### src/rtl/sd_gate_pkg.sv
// rtl/sd_gate_pkg.sv - shared state encoding and default constants for the SD gate sequencer
package sd_gate_pkg;

  // Sequencer states, kept as plain 2-bit constants for legacy tools
  typedef logic [1:0] sd_state_t;

  localparam sd_state_t ST_IDLE  = 2'd0;
  localparam sd_state_t ST_ARMED = 2'd1;
  localparam sd_state_t ST_COUNT = 2'd2;
  localparam sd_state_t ST_DONE  = 2'd3;

  // Default gate timing: close after 146 edges, resend restarts at 80, 1 ms idle abort at 50 MHz
  localparam int DEF_EDGE_W         = 8;
  localparam int DEF_CLOSE_EDGE     = 146;
  localparam int DEF_RESEND_LOAD    = 80;
  localparam int DEF_TMO_W          = 16;
  localparam int DEF_TIMEOUT_CYCLES = 50000;

  // The sequencer is busy while waiting for or counting SD clock edges
  function automatic logic state_is_busy(input sd_state_t s);
    return (s == ST_ARMED) || (s == ST_COUNT);
  endfunction

endpackage

### src/rtl/sd_sync_edge.sv
// rtl/sd_sync_edge.sv - two-flop synchroniser with one-cycle rise and fall pulses
module sd_sync_edge
  import sd_gate_pkg::*;
#(
  parameter logic RESET_VAL = 1'b0
) (
  input  logic clk,
  input  logic reset_n,
  input  logic async_in,
  output logic rise,
  output logic fall
);

  logic meta_q;
  logic sync_q;
  logic prev_q;

  // Resolve metastability over two flops, then keep the previous settled value for edge detection
  always_ff @(posedge clk) begin
    if (!reset_n) begin
      meta_q <= RESET_VAL;
      sync_q <= RESET_VAL;
      prev_q <= RESET_VAL;
    end else begin
      meta_q <= async_in;
      sync_q <= meta_q;
      prev_q <= sync_q;
    end
  end

  assign rise = sync_q & ~prev_q;
  assign fall = ~sync_q & prev_q;

endmodule

### src/rtl/sd_gate_sequencer.sv
// rtl/sd_gate_sequencer.sv - counts SD clock edges and closes the card-line gate at a programmed count
module sd_gate_sequencer
  import sd_gate_pkg::*;
#(
  parameter int EDGE_W         = DEF_EDGE_W,
  parameter int CLOSE_EDGE     = DEF_CLOSE_EDGE,
  parameter int RESEND_LOAD    = DEF_RESEND_LOAD,
  parameter int TMO_W          = DEF_TMO_W,
  parameter int TIMEOUT_CYCLES = DEF_TIMEOUT_CYCLES
) (
  input  logic              CLOCK_50,
  input  logic              reset_n,
  input  logic              sd_clk_in,
  input  logic              start_btn,
  input  logic              resend_btn,
  output logic              gate_signal,
  output logic              busy,
  output logic              done,
  output logic              timeout,
  output logic [EDGE_W-1:0] edge_count
);

  localparam logic [EDGE_W-1:0] CLOSE_V  = EDGE_W'(CLOSE_EDGE);
  localparam logic [EDGE_W-1:0] RESEND_V = EDGE_W'(RESEND_LOAD);
  localparam logic [EDGE_W-1:0] ONE_V    = EDGE_W'(1);
  localparam logic [TMO_W-1:0]  TMO_V    = TMO_W'(TIMEOUT_CYCLES);

  logic sd_rise;
  logic start_p;
  logic resend_p;
  logic unused_edges;
  logic sd_fall;
  logic start_rise;
  logic resend_rise;

  sd_state_t         state_q, state_n;
  logic [EDGE_W-1:0] edge_q, edge_n, edge_inc;
  logic [TMO_W-1:0]  timer_q, timer_n, timer_inc;
  logic              timer_hit;
  logic              gate_q, gate_n;
  logic              done_q, done_n;
  logic              tmo_q, tmo_n;
  logic              busy_q;

  // SD clock idles low; buttons are active-low and idle high, so their synchronisers reset high
  sd_sync_edge #(.RESET_VAL(1'b0)) u_sync_sd (
    .clk      (CLOCK_50),
    .reset_n  (reset_n),
    .async_in (sd_clk_in),
    .rise     (sd_rise),
    .fall     (sd_fall)
  );

  sd_sync_edge #(.RESET_VAL(1'b1)) u_sync_start (
    .clk      (CLOCK_50),
    .reset_n  (reset_n),
    .async_in (start_btn),
    .rise     (start_rise),
    .fall     (start_p)
  );

  sd_sync_edge #(.RESET_VAL(1'b1)) u_sync_resend (
    .clk      (CLOCK_50),
    .reset_n  (reset_n),
    .async_in (resend_btn),
    .rise     (resend_rise),
    .fall     (resend_p)
  );

  assign unused_edges = sd_fall | start_rise | resend_rise;

  assign edge_inc  = edge_q + ONE_V;
  assign timer_inc = (timer_q == TMO_V) ? timer_q : timer_q + TMO_W'(1);
  assign timer_hit = (timer_inc == TMO_V);

  // Next-state decode; start beats resend, resend beats a rise, and a rise beats the idle timeout
  always_comb begin
    state_n = state_q;
    edge_n  = edge_q;
    timer_n = timer_q;
    gate_n  = gate_q;
    done_n  = 1'b0;
    tmo_n   = tmo_q;

    if (start_p) begin
      state_n = ST_ARMED;
      edge_n  = '0;
      timer_n = '0;
      tmo_n   = 1'b0;
      gate_n  = 1'b1;
    end else begin
      case (state_q)
        ST_IDLE: begin
          timer_n = '0;
        end

        ST_ARMED: begin
          if (sd_rise) begin
            state_n = ST_COUNT;
            edge_n  = ONE_V;
            timer_n = '0;
          end else if (timer_hit) begin
            state_n = ST_IDLE;
            tmo_n   = 1'b1;
            timer_n = '0;
          end else begin
            timer_n = timer_inc;
          end
        end

        ST_COUNT: begin
          if (resend_p) begin
            edge_n  = RESEND_V;
            timer_n = '0;
            gate_n  = 1'b1;
          end else if (sd_rise) begin
            edge_n  = edge_inc;
            timer_n = '0;
            if (edge_inc == CLOSE_V) begin
              gate_n  = 1'b0;
              done_n  = 1'b1;
              state_n = ST_DONE;
            end
          end else if (timer_hit) begin
            state_n = ST_IDLE;
            tmo_n   = 1'b1;
            gate_n  = 1'b1;
            timer_n = '0;
          end else begin
            timer_n = timer_inc;
          end
        end

        ST_DONE: begin
          gate_n  = 1'b0;
          timer_n = '0;
          if (resend_p) begin
            state_n = ST_COUNT;
            edge_n  = RESEND_V;
            gate_n  = 1'b1;
          end
        end

        default: begin
          state_n = ST_IDLE;
          gate_n  = 1'b1;
          timer_n = '0;
        end
      endcase
    end
  end

  // Register state, counters and flags; busy is decoded from the next state so it lines up with it
  always_ff @(posedge CLOCK_50) begin
    if (!reset_n) begin
      state_q <= ST_IDLE;
      edge_q  <= '0;
      timer_q <= '0;
      gate_q  <= 1'b1;
      done_q  <= 1'b0;
      tmo_q   <= 1'b0;
      busy_q  <= 1'b0;
    end else begin
      state_q <= state_n;
      edge_q  <= edge_n;
      timer_q <= timer_n;
      gate_q  <= gate_n;
      done_q  <= done_n;
      tmo_q   <= tmo_n;
      busy_q  <= state_is_busy(state_n);
    end
  end

  assign gate_signal = gate_q;
  assign busy        = busy_q;
  assign done        = done_q;
  assign timeout     = tmo_q;
  assign edge_count  = edge_q;

endmodule
### config.mk
export PLATFORM = sky130hd
export DESIGN_NAME = sd_gate_sequencer
export DESIGN_NICKNAME = d
export VERILOG_FILES = /design/src/rtl/sd_gate_pkg.sv /design/src/rtl/sd_sync_edge.sv /design/src/rtl/sd_gate_sequencer.sv
export SDC_FILE = /design/constraint.sdc
export NUM_CORES = 1
export LEC_CHECK = 0
export CORE_MARGIN = 5
export CORE_UTILIZATION = 58
export DETAILED_ROUTE_END_ITERATION = 8
export HOLD_SLACK_MARGIN = 0.15
export PLACE_DENSITY = 0.82
export SLEW_MARGIN = 40
export SYNTH_ARGS = -nofsm -noshare
export SYNTH_HDL_FRONTEND = slang
export SYNTH_SLANG_ARGS = --single-unit
### constraint.sdc
create_clock -name CLOCK_50 -period 3 [get_ports CLOCK_50]
set_input_delay 0.45 -clock CLOCK_50 [delete_from_list [all_inputs] [get_ports CLOCK_50]]
set_output_delay 0.45 -clock CLOCK_50 [all_outputs]
set_load 0.02 [all_outputs]
---- Word-level counts from Yosys, hierarchy flattened ----
Cells that the tools add are included.
word-level totals
  output and inout port bits .............. 12
  flip-flop bits (word level) ............. 39
operators by class
  multiplexer cells ....................... 29
  add/subtract/negate cells ............... 2
  eq/ne operators ......................... 14
  reductions and logical operators ........ 11
  bitwise logic cells ..................... 9
operators by type and width
  operator                                                          number
  16-bit 2-to-1 mux                                                 4
  16-bit case mux with 3 select lines                               1
  16-bit == test (second input constant)                            2
  8-bit 2-to-1 mux                                                  4
  8-bit case mux with 3 select lines                                1
  16-bit by 1-bit adder with 16-bit output (second input constant)  1
  2-bit 2-to-1 mux                                                  7
  1-bit 2-to-1 mux                                                  9
  8-bit by 1-bit adder with 8-bit output (second input constant)    1
  8-bit == test (second input constant)                             1
  4-bit != test (second input constant)                             2
  2-bit == test (second input constant)                             3
  2-bit != test (second input constant)                             3
  1-bit inverter                                                    6
  2-bit case mux with 3 select lines                                1
  5-bit OR reduction                                                1
  2-bit by 1-bit == test with 1-bit output (second input constant)  2
  1-bit case mux with 2 select lines                                2
  4-bit AND reduction                                               1
  2-bit nonzero test                                                2
  2-bit OR reduction                                                2
  1-bit AND                                                         3
  3-bit != test (second input constant)                             1
  3-bit AND reduction                                               1
  4 further kinds                                                   4

---- Logic depth before layout (Yosys ltp) ----
  depth after elaboration ................. 10
  gate-level depth with buffers ........... 10
  depth with buffers taken out ............ 8

---- Hierarchy ----
Synthesis repeated with hierarchy kept, for this count alone.
unflattened totals
  cell total of the unflattened synthesis .. 255
  area total of the unflattened synthesis .. 2108.3 sq um
modules (own cells, without submodules)
  module             cells an instance  area an instance (sq um)  sequential area each (sq um)  instances
  sd_gate_sequencer  231                1834.3                    600.6                         1
  sd_sync_edge       8                  91.3                      60.1                          3

---- Worst setup path after synthesis ----
OpenSTA, ideal clock, no wires.
  kind .................................... reg-to-reg
  start ................................... register timer_q[1]
  end ..................................... register timer_q[10]
  period minus slack after synthesis ...... 2.093 ns
  path slack .............................. 0.907 ns
  stages on the path, launching flop included .. 10
  arrival time ............................ 1.978 ns
  cells stage by stage .................... dfxtp_1 ha_1 buf_2 and4_4 nand4_4 mux2_4 nand4b_4 o21ai_4 buf_6 nor2_2
on the way
  longest elaborated chain between the ends .. 7
  elaborated cells between the ends (all ways) .. 8
  those cells by class .................... add/sub: 1; eq/ne: 2; mux: 5
RTL lines
  item                                                                               RTL line                                            RTL
  start: declaration                                                                 sd_gate_sequencer.sv:38                             logic [TMO_W-1:0] timer_q, timer_n, timer_inc;
  start signal: assignment                                                           sd_gate_sequencer.sv:166                            timer_q <= timer_n;
  16-bit by 1-bit adder with 16-bit output / 16-bit == test (equally long branches)  sd_gate_sequencer.sv:73                             assign timer_inc = (timer_q == TMO_V) ? timer_q : timer_q + TMO_W'(1);
  16-bit 2-to-1 mux (*)                                                              sd_gate_sequencer.sv:73
  16-bit == test                                                                     sd_gate_sequencer.sv:74                             assign timer_hit = (timer_inc == TMO_V);
  16-bit 2-to-1 mux (*)                                                              sd_gate_sequencer.sv:102, sd_gate_sequencer.sv:124
  16-bit 2-to-1 mux (*)                                                              sd_gate_sequencer.sv:116                            end else if (sd_rise) begin
  16-bit 2-to-1 mux                                                                  sd_gate_sequencer.sv:112                            if (resend_p) begin
  16-bit case mux with 3 select lines (*)                                            sd_gate_sequencer.sv:92                             case (state_q)
Every way passes the cells marked *; elsewhere a longest branch is shown, timed or not.
A chain may end at the register's enable or synchronous reset.

---- Worst setup path after layout ----
  start ................................... register timer_q[0]
  end ..................................... register timer_q[3]
Same word-level chain as after synthesis.

==> reports/results.ini <==
[sta]
finClkSkew_ps=4.27
slew_headroom_pct=60.4
rsz0062_at_grt=false
tns_ps=0
timing.hold.ws_ps=415
maxSlewViolCount=0
setup_ws_ps=392
finalSetupViolations=0
fmax_mhz=383
hold_viol=0
finalCritPeriodShare_pct=86.9
fin_crit_ps=2610
tightest_slew_ps=590

[worst_setup_path]
crit_slowest_cell=dfxtp_1
cp_max_fo=14
slowest_delay_ps=500
cp.arrival_ps=2770
path_cells=ha_1 > and4_4 > nand4_4 > mux2_4 > nand4b_4 > o21ai_4 > nor2_1
path_class=reg -> reg
cp-start-kind=register
crit_required_ps=3160
cp-end-kind=register

[clock_network]
hold_buffers=0
cts_sinks=39
postCtsSetupRepairBufs=0
path_clk_slew_ps=80
cts_tree=done
numCtsBuffers=5
cts.root.buffer_cell=clkbuf_8
clk_path_buf_depth=2
htreeDepth=2
worstSkewPairLatency_ps=300
post_cts_resize_count=0

[global_route]
grt_usage_pct=19.8
antenna_found_initial=0
grt_pass1_wl_um=8110
gr-total-overflow=0
grt_max_degree=15
grt_pass1_vias=1696

[cells_and_area]
top_register=timer_q
final_core_util_pct=68.3
nFillCells=323
area_delta_synth_final_pct=13.3
antenna_cells=0
nets=279
drive_gt1_share_pct=12.5
largest_reg_flops=16

[synthesis]
synthTopCellsByCount=dfxtp_1, nand2_1, a21oi_1
yosysWarnings=0
synth_async_sr_flop_share_pct=0
synth_area_leaders=dfxtp_1, xnor2_1, a21oi_1
netlist_instances=260
seq_area_frac_synth_pct=35.1
ys.flop_type=dfxtp_1
synth_area_per_cell_um2=8.55
yosys.area.top_type=dfxtp_1
netlist_area_mm2=0.00222
synth.top_cell.area_share_pct=35.1
synth.most_common_cell=dfxtp_1
synth_cell_type_count=59
synth_edf_count=0
yosys_register_bits=39
syn-num-nets=269

[power]
p_per_area_mw_per_mm2=437
ir_worst_vdd_mv=0.267
leakage_uw=0.000871

[floorplanning]
core_mm2=0.00369
die-area_mm2=0.00517
rows=22
io_pins=17
die_h_um=71.9
fp.dieW_um=71.9
start_util_pct=60.3

[placed_design]
hpwl_um=3390
portBuffers=16
place_congestion=0.902
place_worst_setup_slack_ps=444

[routing]
wl_per_cell_um=15.2
routed_wl_um=4850
drt-initial-drc-count=166
viasPerCell=5.96
vias=1900
drc=0
detail-route-antenna-nets=0
drt_pass1_iterations=4

[run_status]
run_status=completed

[run]
cap_violations=0

[worst_hold_path]
hp-class=reg -> reg

-- path summary, 6_finish.rpt --
kind	startpoint	endpoint	slack, ps	cells after the start
max	timer_q[0]$_SDFF_PP0_	timer_q[3]$_SDFF_PP0_	390	7
min	u_sync_resend.meta_q$_SDFF_PN1_	u_sync_resend.sync_q$_SDFF_PN1_	410	1
max reg2reg	timer_q[0]$_SDFF_PP0_	timer_q[3]$_SDFF_PP0_	390	7
min reg2reg	u_sync_resend.meta_q$_SDFF_PN1_	u_sync_resend.sync_q$_SDFF_PN1_	410	1
-- kinds of logic (layout without fill, tap and decap cells) --
kind of cell	after synthesis	after routing	share of synthesized area, %
adders and majority gates	4	4	2.25
xor gates and xnor gates	17	17	6.70
DFF	39	39	35.1
buffers and inverters	21	32	4.45
AOI/OAI and AO/OA	52	52	15.5
muxes	2	2	1.18
and+or+nand+nor	125	125	34.8
-- power by group --
group / total, uW / switching [uW] / internal [uW] / leakage (uW)
clock network: 525 / 193 / 332 / 0.0000644
logic: 46.4 / 26.7 / 19.7 / 0.000491
registers: 530 / 5.89 / 524 / 0.000316
-- per-stage QoR --
| step | cell area [um2] | power, uW | std cells |
|---|---|---|---|
| detailed placement | 2380 | 588 | 311 |
| global placement | 2380 | 586 | 311 |
| global route | 2520 | 1140 | 319 |
| finish | 2520 | 1100 | 319 |
| floorplan | 2220 | 572 | 260 |
| CTS | 2520 | 1110 | 319 |
-- layout by cell type (no fill, tap or decap), types with 2 or more instances in the layout --
| master | netlist | routed |
|---|---|---|
| dfxtp_1 | 39 | 39 |
| nand2_1 | 21 | 21 |
| a21oi_1 | 17 | 17 |
| clkdlybuf4s50_1 | 0 | 16 |
| nor2_1 | 14 | 14 |
| nand2b_1 | 12 | 12 |
| nand3_1 | 10 | 10 |
| xnor2_1 | 10 | 10 |
| nor2_2 | 10 | 10 |
| and3_1 | 9 | 9 |
| o21ai_0 | 8 | 8 |
| nor3_1 | 8 | 8 |
| xor2_1 | 7 | 7 |
| inv_1 | 6 | 6 |
| nand4_1 | 6 | 6 |
| nor2b_1 | 5 | 5 |
| and2_1 | 5 | 5 |
| clkbuf_8 | 0 | 5 |
| or3_1 | 4 | 4 |
| and4_1 | 4 | 4 |
| a31oi_1 | 4 | 4 |
| ha_1 | 4 | 4 |
| a21boi_0 | 2 | 2 |
| and4_4 | 2 | 2 |
| o22ai_1 | 2 | 2 |
| and4bb_2 | 2 | 2 |
| a211oi_1 | 2 | 2 |
| o211ai_1 | 2 | 2 |
| bufinv_16 | 0 | 2 |
| buf_4 | 0 | 2 |
-- worst max-delay path: cells and delay by family (launching register included) --
family	cells	cell delay, ps
fa+ha+maj	1	410
flops	1	500
compound gates	1	470
mux	1	330
simple gates	4	760
-- layout make-up --
type	count	area, um2	share of cell area [%]
tap	48	60.1	2.38
multi-input combinational	200	1340	53.4
inverter	6	22.5	0.894
clock buffer	5	68.8	2.73
sequential	39	781	31.0
timing repair buffer	18	175	6.95
clock inverter	3	67.6	2.68
-- routing by layer --
metal / share of wire, % / GRT usage (%) / vias up
met5: 0 / 0 / -
met4: 1.9 / 7.72 / 0
met3: 7.1 / 4.85 / 12
met2: 44 / 30.0 / 67
met1: 47 / 27.1 / 871
li1: - / - / 950
(Power assumes the default switching activity.)
